### src/rtl/riot_pkg.sv
// Shared decode constants, interval encoding and flag layout for the 6532 RIOT.
package riot_pkg;

  localparam int unsigned A_CS_HI = 12;
  localparam int unsigned A_SEL   = 7;
  localparam int unsigned A_RS    = 9;

  localparam logic [1:0] REG_ORA  = 2'd0;
  localparam logic [1:0] REG_DDRA = 2'd1;
  localparam logic [1:0] REG_ORB  = 2'd2;
  localparam logic [1:0] REG_DDRB = 2'd3;

  localparam int unsigned TIMINT_BIT = 7;
  localparam int unsigned PA7F_BIT   = 6;

  typedef enum logic [1:0] {
    INT_1    = 2'd0,
    INT_8    = 2'd1,
    INT_64   = 2'd2,
    INT_1024 = 2'd3
  } interval_e;

  function automatic logic [9:0] prescale_reload(interval_e iv);
    logic [9:0] n;
    unique case (iv)
      INT_1:    n = 10'd0;
      INT_8:    n = 10'd7;
      INT_64:   n = 10'd63;
      INT_1024: n = 10'd1023;
    endcase
    return n;
  endfunction

endpackage

### src/rtl/riot_6532_if.sv
// CPU-side bus of the RIOT: phase-2 enable, address, data and direction.
interface riot_6532_if;
  logic        ENA;
  logic [12:0] A;
  logic [7:0]  Din;
  logic        R_W_n;
  logic [7:0]  Dout;

  modport master (output ENA, A, Din, R_W_n, input Dout);
  modport slave  (input ENA, A, Din, R_W_n, output Dout);
endinterface

### src/rtl/riot_interval_timer.sv
// Interval timer: prescaler, INTIM down-counter, TIMINT flag and the
// post-underflow switch to a 1-cycle interval.
module riot_interval_timer
  import riot_pkg::*;
#(
  parameter int unsigned SIM_FAST_TIMER = 0
) (
  input  logic       clk,
  input  logic       rst,
  input  logic       ena,
  input  logic       load,
  input  logic [7:0] load_val,
  input  interval_e  load_iv,
  input  logic       intim_rd,
  output logic [7:0] intim,
  output logic       timint
);

  logic [9:0] presc_q, presc_d;
  logic [7:0] intim_q, intim_d;
  interval_e  iv_q, iv_d;
  logic       one_q, one_d;
  logic       timint_q, timint_d;

  function automatic logic [9:0] reload_of(interval_e iv, logic one);
    return (one || SIM_FAST_TIMER != 0) ? 10'd0 : prescale_reload(iv);
  endfunction

  always_comb begin
    presc_d  = presc_q;
    intim_d  = intim_q;
    iv_d     = iv_q;
    one_d    = one_q;
    timint_d = timint_q;
    if (load) begin
      intim_d  = load_val;
      iv_d     = load_iv;
      one_d    = 1'b0;
      timint_d = 1'b0;
      presc_d  = reload_of(load_iv, 1'b0);
    end else if (ena) begin
      if (intim_rd) timint_d = 1'b0;
      if (presc_q == 10'd0) begin
        intim_d = intim_q - 8'd1;
        presc_d = reload_of(iv_q, one_q);
        // Underflow beats a same-cycle INTIM read clear.
        if (intim_q == 8'd0) begin
          timint_d = 1'b1;
          one_d    = 1'b1;
          presc_d  = 10'd0;
        end
      end else begin
        presc_d = presc_q - 10'd1;
      end
    end
  end

  always_ff @(posedge clk) begin
    if (rst) begin
      presc_q  <= 10'd0;
      intim_q  <= 8'd0;
      iv_q     <= INT_1024;
      one_q    <= 1'b0;
      timint_q <= 1'b0;
    end else begin
      presc_q  <= presc_d;
      intim_q  <= intim_d;
      iv_q     <= iv_d;
      one_q    <= one_d;
      timint_q <= timint_d;
    end
  end

  assign intim  = intim_q;
  assign timint = timint_q;

endmodule

### src/rtl/riot_6532.sv
// 6532 RIOT bus responder: 128 B RAM, two I/O ports with DDRs, interval
// timer and PA7 edge detect, with registered read data.
module riot_6532
  import riot_pkg::*;
#(
  parameter int unsigned RAM_INIT       = 0,
  parameter int unsigned SIM_FAST_TIMER = 0
) (
  input  logic              CLK,
  input  logic              RES,
  riot_6532_if.slave        bus,
  input  logic [7:0]        PA_in,
  output logic [7:0]        PA_out,
  output logic [7:0]        PA_ddr,
  input  logic [7:0]        PB_in,
  output logic [7:0]        PB_out,
  output logic [7:0]        PB_ddr,
  output logic              IRQ_n
);

  logic       cs, rd, wr, ram_sel, io_sel, tmr_sel;
  logic       timer_load, edge_wr, intim_rd, flag_rd, pa7_edge;
  logic [7:0] rdata, flags, intim;
  logic       timint;

  logic [7:0] dout_q, ora_q, ddra_q, orb_q, ddrb_q;
  logic       pa7_q, pa7f_q, pol_q, pa7_ie_q, tim_ie_q, irq_n_q;
  logic [7:0] ram_q [128];
  logic       clr_busy_q;
  logic [6:0] clr_addr_q;

  logic unused_a;
  assign unused_a = ^{bus.A[11:10], bus.A[8], bus.A[5]};

  assign cs         = bus.ENA & ~bus.A[A_CS_HI] & bus.A[A_SEL];
  assign rd         = cs & bus.R_W_n;
  assign wr         = cs & ~bus.R_W_n;
  assign ram_sel    = ~bus.A[A_RS];
  assign io_sel     = bus.A[A_RS] & ~bus.A[2];
  assign tmr_sel    = bus.A[A_RS] & bus.A[2];
  assign timer_load = wr & tmr_sel & bus.A[4];
  assign edge_wr    = wr & tmr_sel & ~bus.A[4];
  assign intim_rd   = rd & tmr_sel & ~bus.A[0];
  assign flag_rd    = rd & tmr_sel & bus.A[0];
  assign pa7_edge   = bus.ENA & (pol_q ? (~pa7_q & PA_in[7]) : (pa7_q & ~PA_in[7]));

  riot_interval_timer #(
    .SIM_FAST_TIMER(SIM_FAST_TIMER)
  ) u_timer (
    .clk      (CLK),
    .rst      (RES),
    .ena      (bus.ENA),
    .load     (timer_load),
    .load_val (bus.Din),
    .load_iv  (interval_e'(bus.A[1:0])),
    .intim_rd (intim_rd),
    .intim    (intim),
    .timint   (timint)
  );

  always_comb begin
    flags             = 8'h00;
    flags[TIMINT_BIT] = timint;
    flags[PA7F_BIT]   = pa7f_q;
    rdata             = 8'h00;
    if (ram_sel) begin
      rdata = clr_busy_q ? 8'h00 : ram_q[bus.A[6:0]];
    end else if (io_sel) begin
      unique case (bus.A[1:0])
        REG_ORA:  rdata = (ora_q & ddra_q) | (PA_in & ~ddra_q);
        REG_DDRA: rdata = ddra_q;
        REG_ORB:  rdata = (orb_q & ddrb_q) | (PB_in & ~ddrb_q);
        REG_DDRB: rdata = ddrb_q;
      endcase
    end else begin
      rdata = bus.A[0] ? flags : intim;
    end
  end

  // RAM has no reset of its own; the optional clear sweeps it after RES.
  always_ff @(posedge CLK) begin
    if (clr_busy_q) begin
      ram_q[clr_addr_q] <= 8'h00;
    end else if (!RES && wr && ram_sel) begin
      ram_q[bus.A[6:0]] <= bus.Din;
    end
  end

  always_ff @(posedge CLK) begin
    if (RES) begin
      clr_busy_q <= (RAM_INIT != 0);
      clr_addr_q <= 7'd0;
    end else if (clr_busy_q) begin
      clr_addr_q <= clr_addr_q + 7'd1;
      if (clr_addr_q == 7'd127) clr_busy_q <= 1'b0;
    end
  end

  always_ff @(posedge CLK) begin
    if (RES) begin
      dout_q   <= 8'h00;
      ora_q    <= 8'h00;
      ddra_q   <= 8'h00;
      orb_q    <= 8'h00;
      ddrb_q   <= 8'h00;
      pa7_q    <= 1'b0;
      pa7f_q   <= 1'b0;
      pol_q    <= 1'b0;
      pa7_ie_q <= 1'b0;
      tim_ie_q <= 1'b0;
      irq_n_q  <= 1'b1;
    end else begin
      if (rd) dout_q <= rdata;
      if (wr && io_sel) begin
        unique case (bus.A[1:0])
          REG_ORA:  ora_q  <= bus.Din;
          REG_DDRA: ddra_q <= bus.Din;
          REG_ORB:  orb_q  <= bus.Din;
          REG_DDRB: ddrb_q <= bus.Din;
        endcase
      end
      if (timer_load) tim_ie_q <= bus.A[3];
      if (edge_wr) begin
        pol_q    <= bus.A[0];
        pa7_ie_q <= bus.A[1];
      end
      if (bus.ENA) pa7_q <= PA_in[7];
      if (pa7_edge) pa7f_q <= 1'b1;
      else if (flag_rd) pa7f_q <= 1'b0;
      irq_n_q <= ~((timint & tim_ie_q) | (pa7f_q & pa7_ie_q));
    end
  end

  assign bus.Dout = dout_q;
  assign PA_out   = ora_q;
  assign PA_ddr   = ddra_q;
  assign PB_out   = orb_q;
  assign PB_ddr   = ddrb_q;
  assign IRQ_n    = irq_n_q;

endmodule

### src/flat_wrapper.sv
// flat-port wrapper written by rule: the top's interface ports become plain ports
module riot_6532_flat import riot_pkg::*;
#(
  parameter int unsigned RAM_INIT       = 0,
  parameter int unsigned SIM_FAST_TIMER = 0
)
  (CLK, RES, PA_in, PA_out, PA_ddr, PB_in, PB_out, PB_ddr, IRQ_n, bus_ENA, bus_A, bus_Din, bus_R_W_n, bus_Dout);
  riot_6532_if bus_i ();
  input  logic CLK;
  input  logic RES;
  input  logic [7:0] PA_in;
  output logic [7:0] PA_out;
  output logic [7:0] PA_ddr;
  input  logic [7:0] PB_in;
  output logic [7:0] PB_out;
  output logic [7:0] PB_ddr;
  output logic IRQ_n;
  input wire logic [$bits(bus_i.ENA)-1:0] bus_ENA;
  input wire logic [$bits(bus_i.A)-1:0] bus_A;
  input wire logic [$bits(bus_i.Din)-1:0] bus_Din;
  input wire logic [$bits(bus_i.R_W_n)-1:0] bus_R_W_n;
  output wire logic [$bits(bus_i.Dout)-1:0] bus_Dout;
  assign bus_i.ENA = bus_ENA;
  assign bus_i.A = bus_A;
  assign bus_i.Din = bus_Din;
  assign bus_i.R_W_n = bus_R_W_n;
  assign bus_Dout = bus_i.Dout;
  riot_6532 #(.RAM_INIT(RAM_INIT), .SIM_FAST_TIMER(SIM_FAST_TIMER)) u_core (.CLK(CLK), .RES(RES), .bus(bus_i), .PA_in(PA_in), .PA_out(PA_out), .PA_ddr(PA_ddr), .PB_in(PB_in), .PB_out(PB_out), .PB_ddr(PB_ddr), .IRQ_n(IRQ_n));
endmodule
### config.mk
export PLATFORM = sky130hd
export DESIGN_NAME = riot_6532_flat
export DESIGN_NICKNAME = d
export VERILOG_FILES = /design/src/rtl/riot_pkg.sv /design/src/rtl/riot_6532_if.sv /design/src/rtl/riot_interval_timer.sv /design/src/rtl/riot_6532.sv /design/src/flat_wrapper.sv
export SDC_FILE = /design/constraint.sdc
export NUM_CORES = 1
export LEC_CHECK = 0
export ABC_AREA = 1
export CAP_MARGIN = 30
export CELL_PAD_IN_SITES_DETAIL_PLACEMENT = 0
export CELL_PAD_IN_SITES_GLOBAL_PLACEMENT = 1
export CORE_MARGIN = 1
export CORE_UTILIZATION = 54
export CTS_CLUSTER_DIAMETER = 150
export DETAILED_ROUTE_END_ITERATION = 7
export PLACE_DENSITY_LB_ADDON = 0.1
export SETUP_SLACK_MARGIN = 0.3
export SYNTH_ARGS = -nofsm -noshare
export SYNTH_HDL_FRONTEND = slang
export SYNTH_SLANG_ARGS = --single-unit
### constraint.sdc
create_clock -name CLK -period 9.9 [get_ports CLK]
set_input_delay 0.99 -clock CLK [delete_from_list [all_inputs] [get_ports CLK]]
set_output_delay 0.99 -clock CLK [all_outputs]
set_load 0.03 [all_outputs]
Word level (Yosys, flattened, before mapping)
Memories as Yosys holds them, arrays and structs flattened.
Cells that the tools add are included.
- bits in registers: 76
- memories kept: 1
- memory bits (writable): 1024
- output and inout bits: 41
- logic and storage cells: 115
- equal/unequal tests: 7
- reduce and logical (&&, ||, !) cells: 20
- muxes and demuxes: 30
- bitwise logic cells: 36
- add/subtract/negate cells: 3
- memories (name ; depth ; width ; rd ports ; clocked after Yosys merged registers in ; wr ports ; line ; RTL):
    u_core.ram_q ; 128 ; 8 ; 1 ; 0 ; 1 ; riot_6532.sv:28 ; logic [7:0] ram_q [128];
- operators by type and width (kind ; number):
    10-bit case mux with 4 select lines ; 2
    8-bit 2-to-1 mux ; 8
    10-bit 2-to-1 mux ; 5
    8-bit bitwise AND ; 4
    8-bit case mux with 4 select lines ; 1
    1-bit bitwise AND ; 17
    8-bit NOT ; 2
    8-bit bitwise OR ; 2
    1-bit 2-to-1 mux ; 13
    10-bit logical NOT ; 1
    1-bit NOT ; 10
    2-bit AND reduction ; 5
    10-bit by 1-bit subtractor with 10-bit output (second input constant) ; 1
    2-bit equality test (second input constant) ; 4
    8-bit logical NOT ; 1
    8-bit OR reduction ; 1
    8-bit by 1-bit subtractor with 8-bit output (second input constant) ; 1
    7-bit by 1-bit adder with 7-bit output (second input constant) ; 1
    7-bit equality test (second input constant) ; 1
    7-bit 2-to-1 mux ; 1
    2-bit nonzero test ; 3
    2-bit by 1-bit equality test with 1-bit output (second input constant) ; 2
    2-bit logical NOT ; 2
    2-bit OR reduction ; 2
    4 further kinds ; 6

Longest topological paths before layout
- depth after elaboration: 11
- mapped depth: 14

Modules after synthesis
Synthesis repeated with hierarchy kept, for this count alone.
- cells, all modules: 4285
- area, all modules: 45756.4 um2
- by module, submodules not included (module ; cells each ; area each (um2) ; instances):
    riot_6532 ; 4051 ; 44316.3 ; 1
    riot_interval_timer ; 234 ; 1440.1 ; 1

Worst setup path before layout
No wires, ideal clock.
- path type: input to register
- start point: in bus_A[9]
- end point: mem u_core.ram_q[0][0], data pin
- arrival: 4814 ps
- buffers on the path: 2
- setup slack: 4286 ps
- stages: 5
- cell sequence: nor2_1 > nand3_2 > buf_4 > buf_6 > nor2_1
- cells in the longest elaborated chain, start to end: 7
- RTL lines (element ; line ; RTL):
    start, declared ; flat_wrapper.sv:19 ; input wire logic [$bits(bus_i.A)-1:0] bus_A;
    1-bit NOT ; riot_6532.sv:38 ; assign ram_sel = ~bus.A[A_RS];
    1-bit logical AND ; riot_6532.sv:84 ; end else if (!RES && wr && ram_sel) begin
    1-bit 2-to-1 mux ; riot_6532.sv:84 ;
    1-bit 2-to-1 mux ; riot_6532.sv:82 ; if (clr_busy_q) begin
    1-bit 2-to-1 mux (implied by the code) ; riot_6532.sv:85 ; ram_q[bus.A[6:0]] <= bus.Din;
    8-bit OR reduction (no line) ; -- ;
    8-bit 2-to-1 mux (no line) ; -- ;
    end, declared ; riot_6532.sv:28 ;
No other way between the ends.

Worst setup path after layout
- start point: in bus_ENA
- end point: mem u_core.ram_q[25][4], enable pin
- cells in the longest elaborated chain, start to end: 10
- elaborated cells on any way between the ends: 11
- those cells by class: mux (5); bitwise (3); reduce/logical (3)
- RTL lines (element ; line ; RTL):
    start, declared ; flat_wrapper.sv:18 ; input wire logic [$bits(bus_i.ENA)-1:0] bus_ENA;
    1-bit bitwise AND (*) (2 in a row) ; riot_6532.sv:35 ; assign cs = bus.ENA & ~bus.A[A_CS_HI] & bus.A[A_SEL];
    1-bit bitwise AND (*) ; riot_6532.sv:37 ; assign wr = cs & ~bus.R_W_n;
    1-bit logical AND (*) (2 in a row) ; riot_6532.sv:84 ;
    1-bit 2-to-1 mux (*) ; riot_6532.sv:84 ;
    1-bit 2-to-1 mux (*) ; riot_6532.sv:82 ;
    1-bit 2-to-1 mux (implied by the code) (*) ; riot_6532.sv:85 ;
    8-bit OR reduction (no line) ; -- ;
    7-bit 2-to-1 mux (no line) or 1-bit 2-to-1 mux (tied branches) ; -- ;
Every way passes the cells marked *; elsewhere a longest branch is shown, timed or not.

==> out/metrics.cfg <==
[floorplan]
rows=106
dieHeight_um=293
initial_utilization_pct=54.5
fp.coreArea_um2=83600
top_level_ports=82
die_x_um=293
die-area_um2=85600

[placement]
dp.cells=5222
placed_area_um2=47400
hpwl_um=71100
portBuffers=78
gp_congestion=0.877

[setup_path]
rrSetupSlack_ns=5.24
end_kind=register
critPathLaunchType=primary input
rr_startpoint=u_core.clr_busy_q
crit_type=primary input to register
crit_start=bus_ENA
worstSetupEndpoint=u_core.ram_q[25][4]
required_ns=10.20
crit_fanout=22
r2r_end=u_core.ram_q[25][4]
worst_ep_arrival_time_ns=5.59
r2r_cells=8

[power]
sw_frac_of_total_pct=21.9
switchingPower_mw=2.14
seqPwrFrac_pct=51.5
leakage_nw=19.3
p_clk_share_pct=43.0
powerDensity_nw_per_um2=191
intPower_mw=7.62
peakVddDrop_mv=0.135
pwr-share-comb_pct=5.4

[logic_synthesis]
ys_top_cells_by_count=nand2_1 (1782), edfxtp_1 (1024), nand3_1 (412)
syn-num-nets=4286
yosysMostFrequentCell=nand2_1
ys_warn_count=0
async_flop_share_pct=0
ys.flop_type=edfxtp_1
synth_top_area_share_pct=67.5
ys_ff_latch=1100
synth_area_um2=45600
synth-edff-count=1024
avgSynthCellArea_um2=10.7
ys_types=38
yosysTopAreaCell=edfxtp_1
ys_seq_area_share_pct=70.8
ys_top_cells_by_area=edfxtp_1 (67%), nand2_1 (15%), nand3_1 (4.5%), dfxtp_1 (3.3%), nand4_1 (1.7%)
synthCells=4241

[outcome]
status=complete, no violations

[sta]
fin_setup_tns_ns=0
layout_min_cycle_time_ns=5.29
skew_ns=0.0183
maxSlewViolCount=0
whs_ns=0.460
max_freq_mhz=189
finalSetupViolCount=0
max_slew.worst_pin.slew_ns=1.03
rsz0062_at_grt=no
period_share_pct=53.5
slew-limit-headroom_pct=31.2
finalHoldViolations=0

[finish]
areaGrowthSynthToFinish_pct=12.1
final_area_um2=51100
final_core_util_pct=61.1
fin_cells=5427
layout-drive-gt1-share_pct=6.07
layout.nets=4304
antenna_cells=0
nFillCells=6799

[drt]
top_layer_used=met5
dr.pass1.iters=6
wl_met1_um=53200
drc=0
post_drt_wl_per_cell_um=23.0
drtAntennaViolNets=0
vias_per_cell=5.73
wl_met3_um=10400
drtIter0Drc=2889
vias=31100
wl_um=125000
wl_met2_um=57600

[global_route]
grt_pass1_vias=28900
grt_usage_pct=29.0
grt_max_degree=157
grt-ovfl-total=0
antenna_found_initial=2
grt_pass1_wl_um=183000

[cts]
cts_hold_buf=0
cts_resized=0
cts_root_buf=clkbuf_16
cts.clk_slew.worst_paths_ns=0.06
clk_latency_ns=0.67
numCtsBuffers=112
cts_max_level=3
cts_sinks=1100
post_cts_buffers=0
tritoncts=done
cts-root-to-sink-buffers=3

[flow_run]
maxCapViolations=0

[hold_path]
hold_path.class=register to register

-- cells in the final DEF (no fill, tap or decap), types with 5 or more instances in the layout --
| cell | instances |
|---|---|
| a21oi_1 | 106 |
| a221oi_1 | 6 |
| buf_12 | 5 |
| buf_4 | 53 |
| bufinv_16 | 13 |
| clkbuf_1 | 20 |
| clkbuf_16 | 116 |
| clkdlybuf4s50_1 | 74 |
| clkinv_1 | 28 |
| clkinv_2 | 20 |
| dfxtp_1 | 76 |
| edfxtp_1 | 1024 |
| inv_1 | 114 |
| inv_2 | 6 |
| nand2_1 | 1782 |
| nand3_1 | 412 |
| nand3b_1 | 9 |
| nand4_1 | 124 |
| nor2_1 | 177 |
| nor2_4 | 17 |
| nor3_1 | 13 |
| o2111ai_1 | 8 |
| o211ai_1 | 11 |
| o21ai_0 | 75 |
| o21ai_2 | 5 |
-- flip-flops by register name, summed over array words and instances, names as in the netlist --
name                    flops
u_core.IRQ_n                1
u_core.PA_ddr               8
u_core.PA_out               8
u_core.PB_ddr               8
u_core.PB_out               8
u_core.bus.Dout             8
u_core.clr_addr_q           7
u_core.clr_busy_q           1
u_core.pa7_ie_q             1
u_core.pa7_q                1
u_core.pa7f_q               1
u_core.pol_q                1
u_core.ram_q             1024
u_core.tim_ie_q             1
u_core.u_timer.intim        8
u_core.u_timer.iv_q         2
u_core.u_timer.one_q        1
u_core.u_timer.presc_q     10
u_core.u_timer.timint       1
-- through the flow --
step                worst slack, ns  power, mW
global route                   4.43       10.0
finish                         4.61       9.76
CTS                            4.64       9.79
global placement               3.99       5.65
floorplan                      4.29       5.45
detailed placement             3.94       5.65
-- area by class of cell --
class | instances | area (µm²) | share of cell area [%]
clock buffer | 136 | 2980 | 5.83
clock inverter | 66 | 653 | 1.28
inverter | 125 | 484 | 0.948
multi-input combinational | 2781 | 12000 | 23.4
sequential | 1100 | 32300 | 63.2
tap | 1080 | 1350 | 2.65
timing repair buffer | 139 | 1370 | 2.68
-- worst min path at each step --
stage | startpoint | endpoint | slack [ns] | depth (start not counted)
floorplan | u_core.pa7_ie_q | u_core.pa7_ie_q | 0.42 | 2
global placement | u_core.pa7_ie_q | u_core.pa7_ie_q | 0.44 | 2
CTS | u_core.pa7_ie_q | u_core.pa7_ie_q | 0.46 | 2
finish | u_core.pa7_ie_q | u_core.pa7_ie_q | 0.46 | 2
global route | u_core.pa7_ie_q | u_core.pa7_ie_q | 0.48 | 2
detailed placement | u_core.pa7_ie_q | u_core.pa7_ie_q | 0.45 | 2
-- power by group through the flow --
stage,combinational [mW],clock [mW],sequential [mW]
finish,0.529,4.20,5.03
global route,0.573,4.42,5.03
CTS,0.524,4.24,5.03
global placement,0.517,0,5.13
floorplan,0.321,0,5.13
detailed placement,0.522,0,5.13
-- routing by layer --
metal  global-route usage, %  vias to the layer above
li1                        -                    14600
met1                    42.4                    15000
met2                    45.2                     1303
met3                    4.23                      202
met4                    8.96                        2
met5                       0                        -
-- cell families (layout without fill, tap and decap cells) --
logic type / after synthesis / count (layout) / share of synthesized area (%)
flip-flops: 1100 / 1100 / 70.8
AO/OA/AOI/OAI: 223 / 223 / 2.72
XOR/XNOR: 5 / 5 / 0.0961
adder cells (fa/ha/maj): 4 / 4 / 0.110
AND/OR/NAND/NOR: 2549 / 2549 / 23.2
buffers and inverters: 360 / 466 / 3.11
-- worst max-delay path: stages --
cell and delay (ns):
clkdlybuf4s50_1 0.81, inv_2 0.12, nor3_2 0.30, inv_2 0.10
nor2_4 0.14, nand3_2 0.65, o21ai_1 0.60, inv_1 0.18
nor3_1 0.21, nand2_1 0.46, buf_4 0.41, nor2_1 0.59
No activity file was read; power rests on OpenSTA's default activity.
